File: src/rtl/mul_wb_pkg.sv
// Shared types and constants for the multiplier writeback buffer.
// Optional high-word select is controlled by the MUL_WB_HI_EN macro in the top.
package mul_wb_pkg;

    localparam int MUL_WB_DEPTH = 2;
    localparam int MUL_WB_TAG_W = 5;

    typedef struct packed {
        logic [63:0]             product;
        logic                    sel_hi;
        logic [MUL_WB_TAG_W-1:0] rd;
    } mul_wb_entry_t;

    // Encoding doubles as the occupancy count.
    typedef enum logic [1:0] {
        EMPTY = 2'd0,
        ONE   = 2'd1,
        FULL  = 2'd2
    } mul_wb_occ_e;

endpackage

File: src/rtl/mul_wb_ovf_detect.sv
// Flags a 64-bit two's-complement product that cannot be represented in signed 32 bits.
module mul_wb_ovf_detect (
    input  logic [63:0] product_i,
    output logic        ovf_o
);

    // Representable iff the upper word is a pure sign extension of bit 31.
    assign ovf_o = (product_i[63:32] != {32{product_i[31]}});

endmodule

File: src/rtl/mul_writeback_buffer.sv
// Two-entry result buffer between the Booth multiplier and register-file writeback.
// Define MUL_WB_HI_EN to store and honour in_sel_hi; otherwise the low word is always returned.
module mul_writeback_buffer
    import mul_wb_pkg::*;
#(
    parameter int TAG_W = MUL_WB_TAG_W,
    parameter int DEPTH = MUL_WB_DEPTH
) (
    input  logic             clk,
    input  logic             rst,
    input  logic             in_valid,
    output logic             in_ready,
    input  logic [63:0]      in_product,
    input  logic             in_sel_hi,
    input  logic [TAG_W-1:0] in_rd,
    output logic             out_valid,
    input  logic             out_ready,
    output logic [31:0]      out_data,
    output logic [TAG_W-1:0] out_rd,
    output logic             out_ovf,
    output logic [1:0]       count
);

    mul_wb_occ_e      state_q, state_d;
    logic             wr_ptr_q, wr_ptr_d;
    logic             rd_ptr_q, rd_ptr_d;

    logic [63:0]      prod_q [MUL_WB_DEPTH];
    logic [TAG_W-1:0] rd_q   [MUL_WB_DEPTH];
`ifdef MUL_WB_HI_EN
    logic             sel_q  [MUL_WB_DEPTH];
`endif

    logic             push_hs;
    logic             push_st;
    logic             pop;
    mul_wb_entry_t    head_e;
    logic             head_ovf;

    assign count     = state_q;
    assign in_ready  = (int'(count) < DEPTH);
    assign out_valid = (state_q != EMPTY);

    // x0 writes complete the handshake but never occupy a slot.
    assign push_hs = in_valid && in_ready;
    assign push_st = push_hs && (in_rd != '0);
    assign pop     = out_valid && out_ready;

    always_comb begin
        state_d  = state_q;
        wr_ptr_d = wr_ptr_q;
        rd_ptr_d = rd_ptr_q;
        if (push_st) wr_ptr_d = ~wr_ptr_q;
        if (pop)     rd_ptr_d = ~rd_ptr_q;
        unique case (state_q)
            EMPTY: if (push_st) state_d = ONE;
            ONE: begin
                if (push_st && !pop)      state_d = FULL;
                else if (!push_st && pop) state_d = EMPTY;
            end
            FULL:    if (pop) state_d = ONE;
            default: state_d = EMPTY;
        endcase
    end

    always_ff @(posedge clk or posedge rst) begin
        if (rst) begin
            state_q  <= EMPTY;
            wr_ptr_q <= 1'b0;
            rd_ptr_q <= 1'b0;
        end else begin
            state_q  <= state_d;
            wr_ptr_q <= wr_ptr_d;
            rd_ptr_q <= rd_ptr_d;
        end
    end

    // Payload storage carries no reset; validity lives entirely in state_q.
    always_ff @(posedge clk) begin
        if (push_st) begin
            prod_q[wr_ptr_q] <= in_product;
            rd_q[wr_ptr_q]   <= in_rd;
`ifdef MUL_WB_HI_EN
            sel_q[wr_ptr_q]  <= in_sel_hi;
`endif
        end
    end

    always_comb begin
        head_e.product = prod_q[rd_ptr_q];
        head_e.rd      = rd_q[rd_ptr_q];
`ifdef MUL_WB_HI_EN
        head_e.sel_hi  = sel_q[rd_ptr_q];
`else
        head_e.sel_hi  = 1'b0;
`endif
    end

    mul_wb_ovf_detect u_ovf (
        .product_i (head_e.product),
        .ovf_o     (head_ovf)
    );

`ifdef MUL_WB_HI_EN
    logic [31:0] head_word;
    assign head_word = head_e.sel_hi ? head_e.product[63:32] : head_e.product[31:0];
`else
    logic [31:0] head_word;
    logic        unused_sel;
    assign head_word  = head_e.product[31:0];
    assign unused_sel = in_sel_hi ^ head_e.sel_hi;
`endif

    assign out_data = out_valid ? head_word : 32'd0;
    assign out_rd   = out_valid ? head_e.rd : '0;
    assign out_ovf  = out_valid & head_ovf;

endmodule

File: config.mk
export PLATFORM = sky130hd
export DESIGN_NAME = mul_writeback_buffer
export DESIGN_NICKNAME = d
export VERILOG_FILES = /design/src/rtl/mul_wb_pkg.sv /design/src/rtl/mul_wb_ovf_detect.sv /design/src/rtl/mul_writeback_buffer.sv
export SDC_FILE = /design/constraint.sdc
export NUM_CORES = 1
export LEC_CHECK = 0
export CORE_ASPECT_RATIO = 1.5
export CORE_UTILIZATION = 45
export CTS_BUF_LIST = sky130_fd_sc_hd__clkbuf_16
export DETAILED_ROUTE_END_ITERATION = 16
export GPL_TIMING_DRIVEN = 0
export PLACE_DENSITY = 0.8
export SLEW_MARGIN = 10
export SYNTH_ARGS = -nofsm -noshare
export SYNTH_HDL_FRONTEND = slang
export SYNTH_SLANG_ARGS = --single-unit
File: constraint.sdc
create_clock -name clk -period 7.55 [get_ports clk]
set_input_delay 1.51 -clock clk [delete_from_list [all_inputs] [get_ports clk]]
set_output_delay 1.51 -clock clk [all_outputs]
set_load 0.005 [all_outputs]
# Word-level counts from Yosys, hierarchy flattened
# Memory sizes are Yosys's and may differ from the RTL's.
# Index checks and enable logic that the tools add are counted.
# op_classes
bitwise_logic	3
n_reduce_logical	11
magnitude_cmp	1
n_eq_ne	6
mux	9
# ops
op	count
32-bit two-way mux	1
32-bit inequality test	1
2-bit two-way mux	4
2-bit case mux with 3 select lines	1
1-bit logical AND	5
5-bit two-way mux	1
5-bit nonzero test	1
2-bit inequality test, second input constant	2
3-bit inequality test, second input constant	1
3-bit AND reduction	1
2-bit by 1-bit == test with 1-bit output, second input constant	1
2-bit == test, second input constant	1
1-bit logical NOT	2
2-bit logical NOT	1
2-bit less-than comparator, second input constant	1
1-bit two-way mux	2
1-bit NOT	2
2-bit nonzero test	1
1-bit AND	1
# word_totals
reg_bits	4
output_inout_bits	42
ramBits	138
n_memories	2
# mem_list
memory	depth	width	rd	rd_clocked_by_memory_dff	write_ports	line_no	text
prod_q	2	64	1	0	1	mul_writeback_buffer.sv:28	logic [63:0] prod_q [MUL_WB_DEPTH];
rd_q	2	5	1	0	1	mul_writeback_buffer.sv:29	logic [TAG_W-1:0] rd_q [MUL_WB_DEPTH];

# Depth between registers and ports, before layout
# depth
ltp_word	8
depth_mapped	6
depth_no_buf	5

# Modules after synthesis
# A second synthesis with hierarchy kept.
# hier_totals
cells_unflattened	313
area_unflattened_um2	5630.4
# by_module_without_submodules
mod	instances	cells_per_inst	area_each_um2
mul_writeback_buffer	1	279	5430.2
mul_wb_ovf_detect	1	34	200.2

# Worst setup path before layout
# OpenSTA, ideal clock, no wires.
# synth_path
path_kind	input -> register
startpoint	input port in_rd[0]
endpoint	memory prod_q[0][0] (enable)
path_buffers	0
stages	3
path_slack_ns	2.429
arrival_ns	4.624
path_cell_list	or4_4 o211ai_4 nor2_1
# synth_between
elab_chain_cells	4
# synth_rtl
element	line_no	text
start, declared	mul_writeback_buffer.sv:15	input logic [TAG_W-1:0] in_rd,
5-bit nonzero test	mul_writeback_buffer.sv:46	assign push_st = push_hs && (in_rd != '0);
1-bit logical AND	mul_writeback_buffer.sv:46	
1-bit two-way mux	mul_writeback_buffer.sv:80	if (push_st) begin
1-bit two-way mux (implied by the code)	mul_writeback_buffer.sv:81	prod_q[wr_ptr_q] <= in_product;
end, declared	mul_writeback_buffer.sv:28	
# No other way between the ends.

# Final worst setup path
# layout_path
startpoint	register rd_ptr_q
endpoint	output port out_ovf
# layout_between
elab_chain_cells	3
# layout_rtl
element	line_no	text
start, declared	mul_writeback_buffer.sv:26	logic rd_ptr_q, rd_ptr_d;
start signal, assigned	mul_writeback_buffer.sv:74	rd_ptr_q <= rd_ptr_d;
memory read 2 x 64 bit	--	
32-bit inequality test	mul_wb_ovf_detect.sv:8	assign ovf_o = (product_i[63:32] != {32{product_i[31]}});
1-bit AND	mul_writeback_buffer.sv:116	assign out_ovf = out_valid & head_ovf;
end, declared	mul_writeback_buffer.sv:20	output logic out_ovf,
# No other way between the ends.

==> impl_metrics.csv <==
group,metric,value,unit
status,status,"completed",
clock_network,tritoncts,"yes",
layout,layout.nets,506,
run,maxCapViolCount,0,
global_route,antenna_found_initial,0,
clock_network,cts_made_buffers,17,
layout,drive_gt1_share,9.685,%
layout,mostFrequentLayoutCells,"edfxtp_1, clkdlybuf4s50_1, nor2_1",
floorplan,fp.dieW,90.05,µm
logic_synthesis,synth.distinct_cells,26,
worst_setup_path,critPathMaxFanout,10,
logic_synthesis,synth_nets,369,
worst_setup_path,startpoint,"rd_ptr_q",
worst_setup_path,end_kind,"output port",
place,place_hpwl,7461,µm
clock_network,root_buffer,"clkbuf_16",
clock_network,postCtsSetupBuffers,0,
layout,finalNonFillerCells,591,
detailed_routing,detail-route-antenna-nets,0,
timing,max_freq,234.9,MHz
power_and_ir_drop,p_leak,2.515,nW
place,dp_slack,3709,ps
timing,drv_slew,0,
floorplan,rows,47,
layout,areaGrowthSynthToFinish,38.47,%
timing,period_needed,4257,ps
worst_setup_path,r2r_start,"count[1]",
timing,period_share,56.38,%
global_route,grt_start_max_net_pins,33,
clock_network,cts.sink_count,142,
place,gp_congestion,0.8522,
floorplan,dieArea,12070,µm²
power_and_ir_drop,powerDensity,370.6,nW/µm²
global_route,grt_remaining_overflow,0,
timing,rsz0062_at_grt,"no",
worst_setup_path,cp.arrival,2750,ps
logic_synthesis,syn_avg_cell_area,17.74,µm²
place,io_buffers,114,
logic_synthesis,ys_seq_elements,142,
clock_network,insertion_delay,410,ps
timing,worstMarginPinSlew,585.2,ps
clock_network,hold_buffers,0,
logic_synthesis,yosysWarnings,0,
timing,finalSetupViolCount,0,
logic_synthesis,ys.flop_type,"edfxtp_1",
logic_synthesis,yosysSeqAreaShare,81.11,%
clock_network,clockBufferDepth,2,
floorplan,io_pins,116,
timing,timing_hold_violations_final,0,
logic_synthesis,synth_cells,295,
global_route,track_usage,18.76,%
worst_hold_path,hold_path_startpoint,"wr_ptr_q",
global_route,grt_first_pass_wirelength,16680,µm
timing,layout_setup_ws,3293,ps
power_and_ir_drop,irDropWorstVdd,0.2184,mV
detailed_routing,firstDrtPassIters,4,
floorplan,core_region_area,11170,µm²
clock_network,cts_resized,0,
worst_setup_path,cp.required,6040,ps
worst_hold_path,hold_path.class,"reg -> reg",
logic_synthesis,synth_edf_count,138,
logic_synthesis,synth_top_area_cell,"edfxtp_1",
logic_synthesis,async_flop_share,2.817,%
detailed_routing,drt_wl_total,10710,µm
timing,finalClockSkew,13.35,ps
clock_network,clk_pin_slew,60,ps
timing,slew-limit-headroom,60.99,%
worst_setup_path,worstSetupPathType,"reg -> out",
detailed_routing,drt-initial-drc-count,118,
clock_network,cts_htree_levels,4,
detailed_routing,wire_per_inst,18.13,µm
floorplan,initial_core_util,46.83,%
detailed_routing,vias,3079,
logic_synthesis,synth_top_area_share,79.20,%
floorplan,die_y,134.1,µm
layout,layout_commonest_cell,"edfxtp_1",
layout,diodes,0,
global_route,grt_pass1_vias,3328,
logic_synthesis,syn_area,5233,µm²
detailed_routing,via_per_inst,5.210,
timing,setup_tns,0,ps
place,dp.cells,560,
logic_synthesis,synth_area_leaders,"edfxtp_1, mux2i_1, nor2_1",
worst_setup_path,startpoint_type,"register",
detailed_routing,drc,0,
-- area by class of cell --
cell class              instances  area [µm²]
flip-flops and latches        142        4244
fillers                       795        3928
repair buffers                118        1221
multi-input cells             140       948.4
clock buffers                  17       425.4
well taps                     147       183.9
clock inverters                14       167.7
plain buffers                   9       40.04
inverters                       4       15.01
-- metal layers --
| metal | up-vias | wire length (µm) | track usage, % |
|---|---|---|---|
| met4 | 0 | 312 | 9.050 |
| met2 | 115 | 6022 | 34.27 |
| met1 | 1495 | 3845 | 19.42 |
| li1 | 1445 | - | - |
| met3 | 24 | 533 | 5.782 |
| met5 | - | 0 | 0 |
-- Yosys cell counts (2+ instances only) --
cell	instances
edfxtp_1	138
nor2_1	44
mux2i_1	37
nor4_1	16
nand4_1	15
nand2_1	6
buf_2	5
clkbuf_1	4
dfrtp_1	4
inv_1	4
nor3_1	3
nand3_1	2
nand4b_1	2
o22ai_1	2
xnor2_1	2
-- power breakdown --
part,internal [mW],switching (mW)
sequential,1.06,0.0659
combinational,0.377,0.360
clock,0.519,0.306
total,1.95,0.731
-- per-stage QoR --
step	total power [mW]	util, %	area (µm²)	hold WS (ps)
floorplan	1.468	-	5233	468.1
global placement	1.857	58.69	6558	484.3
detailed placement	1.884	59.54	6653	541.7
CTS	2.715	64.85	7246	551.4
global route	2.811	64.85	7246	570.4
finish	2.685	64.85	7246	549.4
-- final timing paths --
path                                 endpoint  cells after the start  slack (ps)
worst min register to register       wr_ptr_q                      1         550
max in group asynchronous            rd_ptr_q                      2        6120
min in group asynchronous            count[0]                      2        1280
worst min-delay path                 wr_ptr_q                      1         550
worst max register to register  prod_q[0][37]                      4        5800
worst max-delay path                  out_ovf                      7        3290
-- worst max-delay path: stages, from the launching register on --
cell and delay, ps:
dfrtp_1 390, buf_2 250, nand4_1 120, nor4_1 470, nand4_1 140, a2111oi_0 390, nor3_1 80, clkdlybuf4s50_1 490
-- cell families after synthesis --
family / Yosys count / synth area share (%)
xor gates and xnor gates: 2 / 0.3348
buffers and inverters: 13 / 1.052
and+or+nand+nor: 91 / 8.608
DFF: 142 / 81.11
AOI/OAI and AO/OA: 9 / 1.602
muxes: 38 / 7.293
-- registers in the layout, indices dropped and copies added, names as in the netlist --
name / count
prod_q: 128
rd_q: 10
count: 2
rd_ptr_q: 1
wr_ptr_q: 1
(Power assumes the default switching activity.)
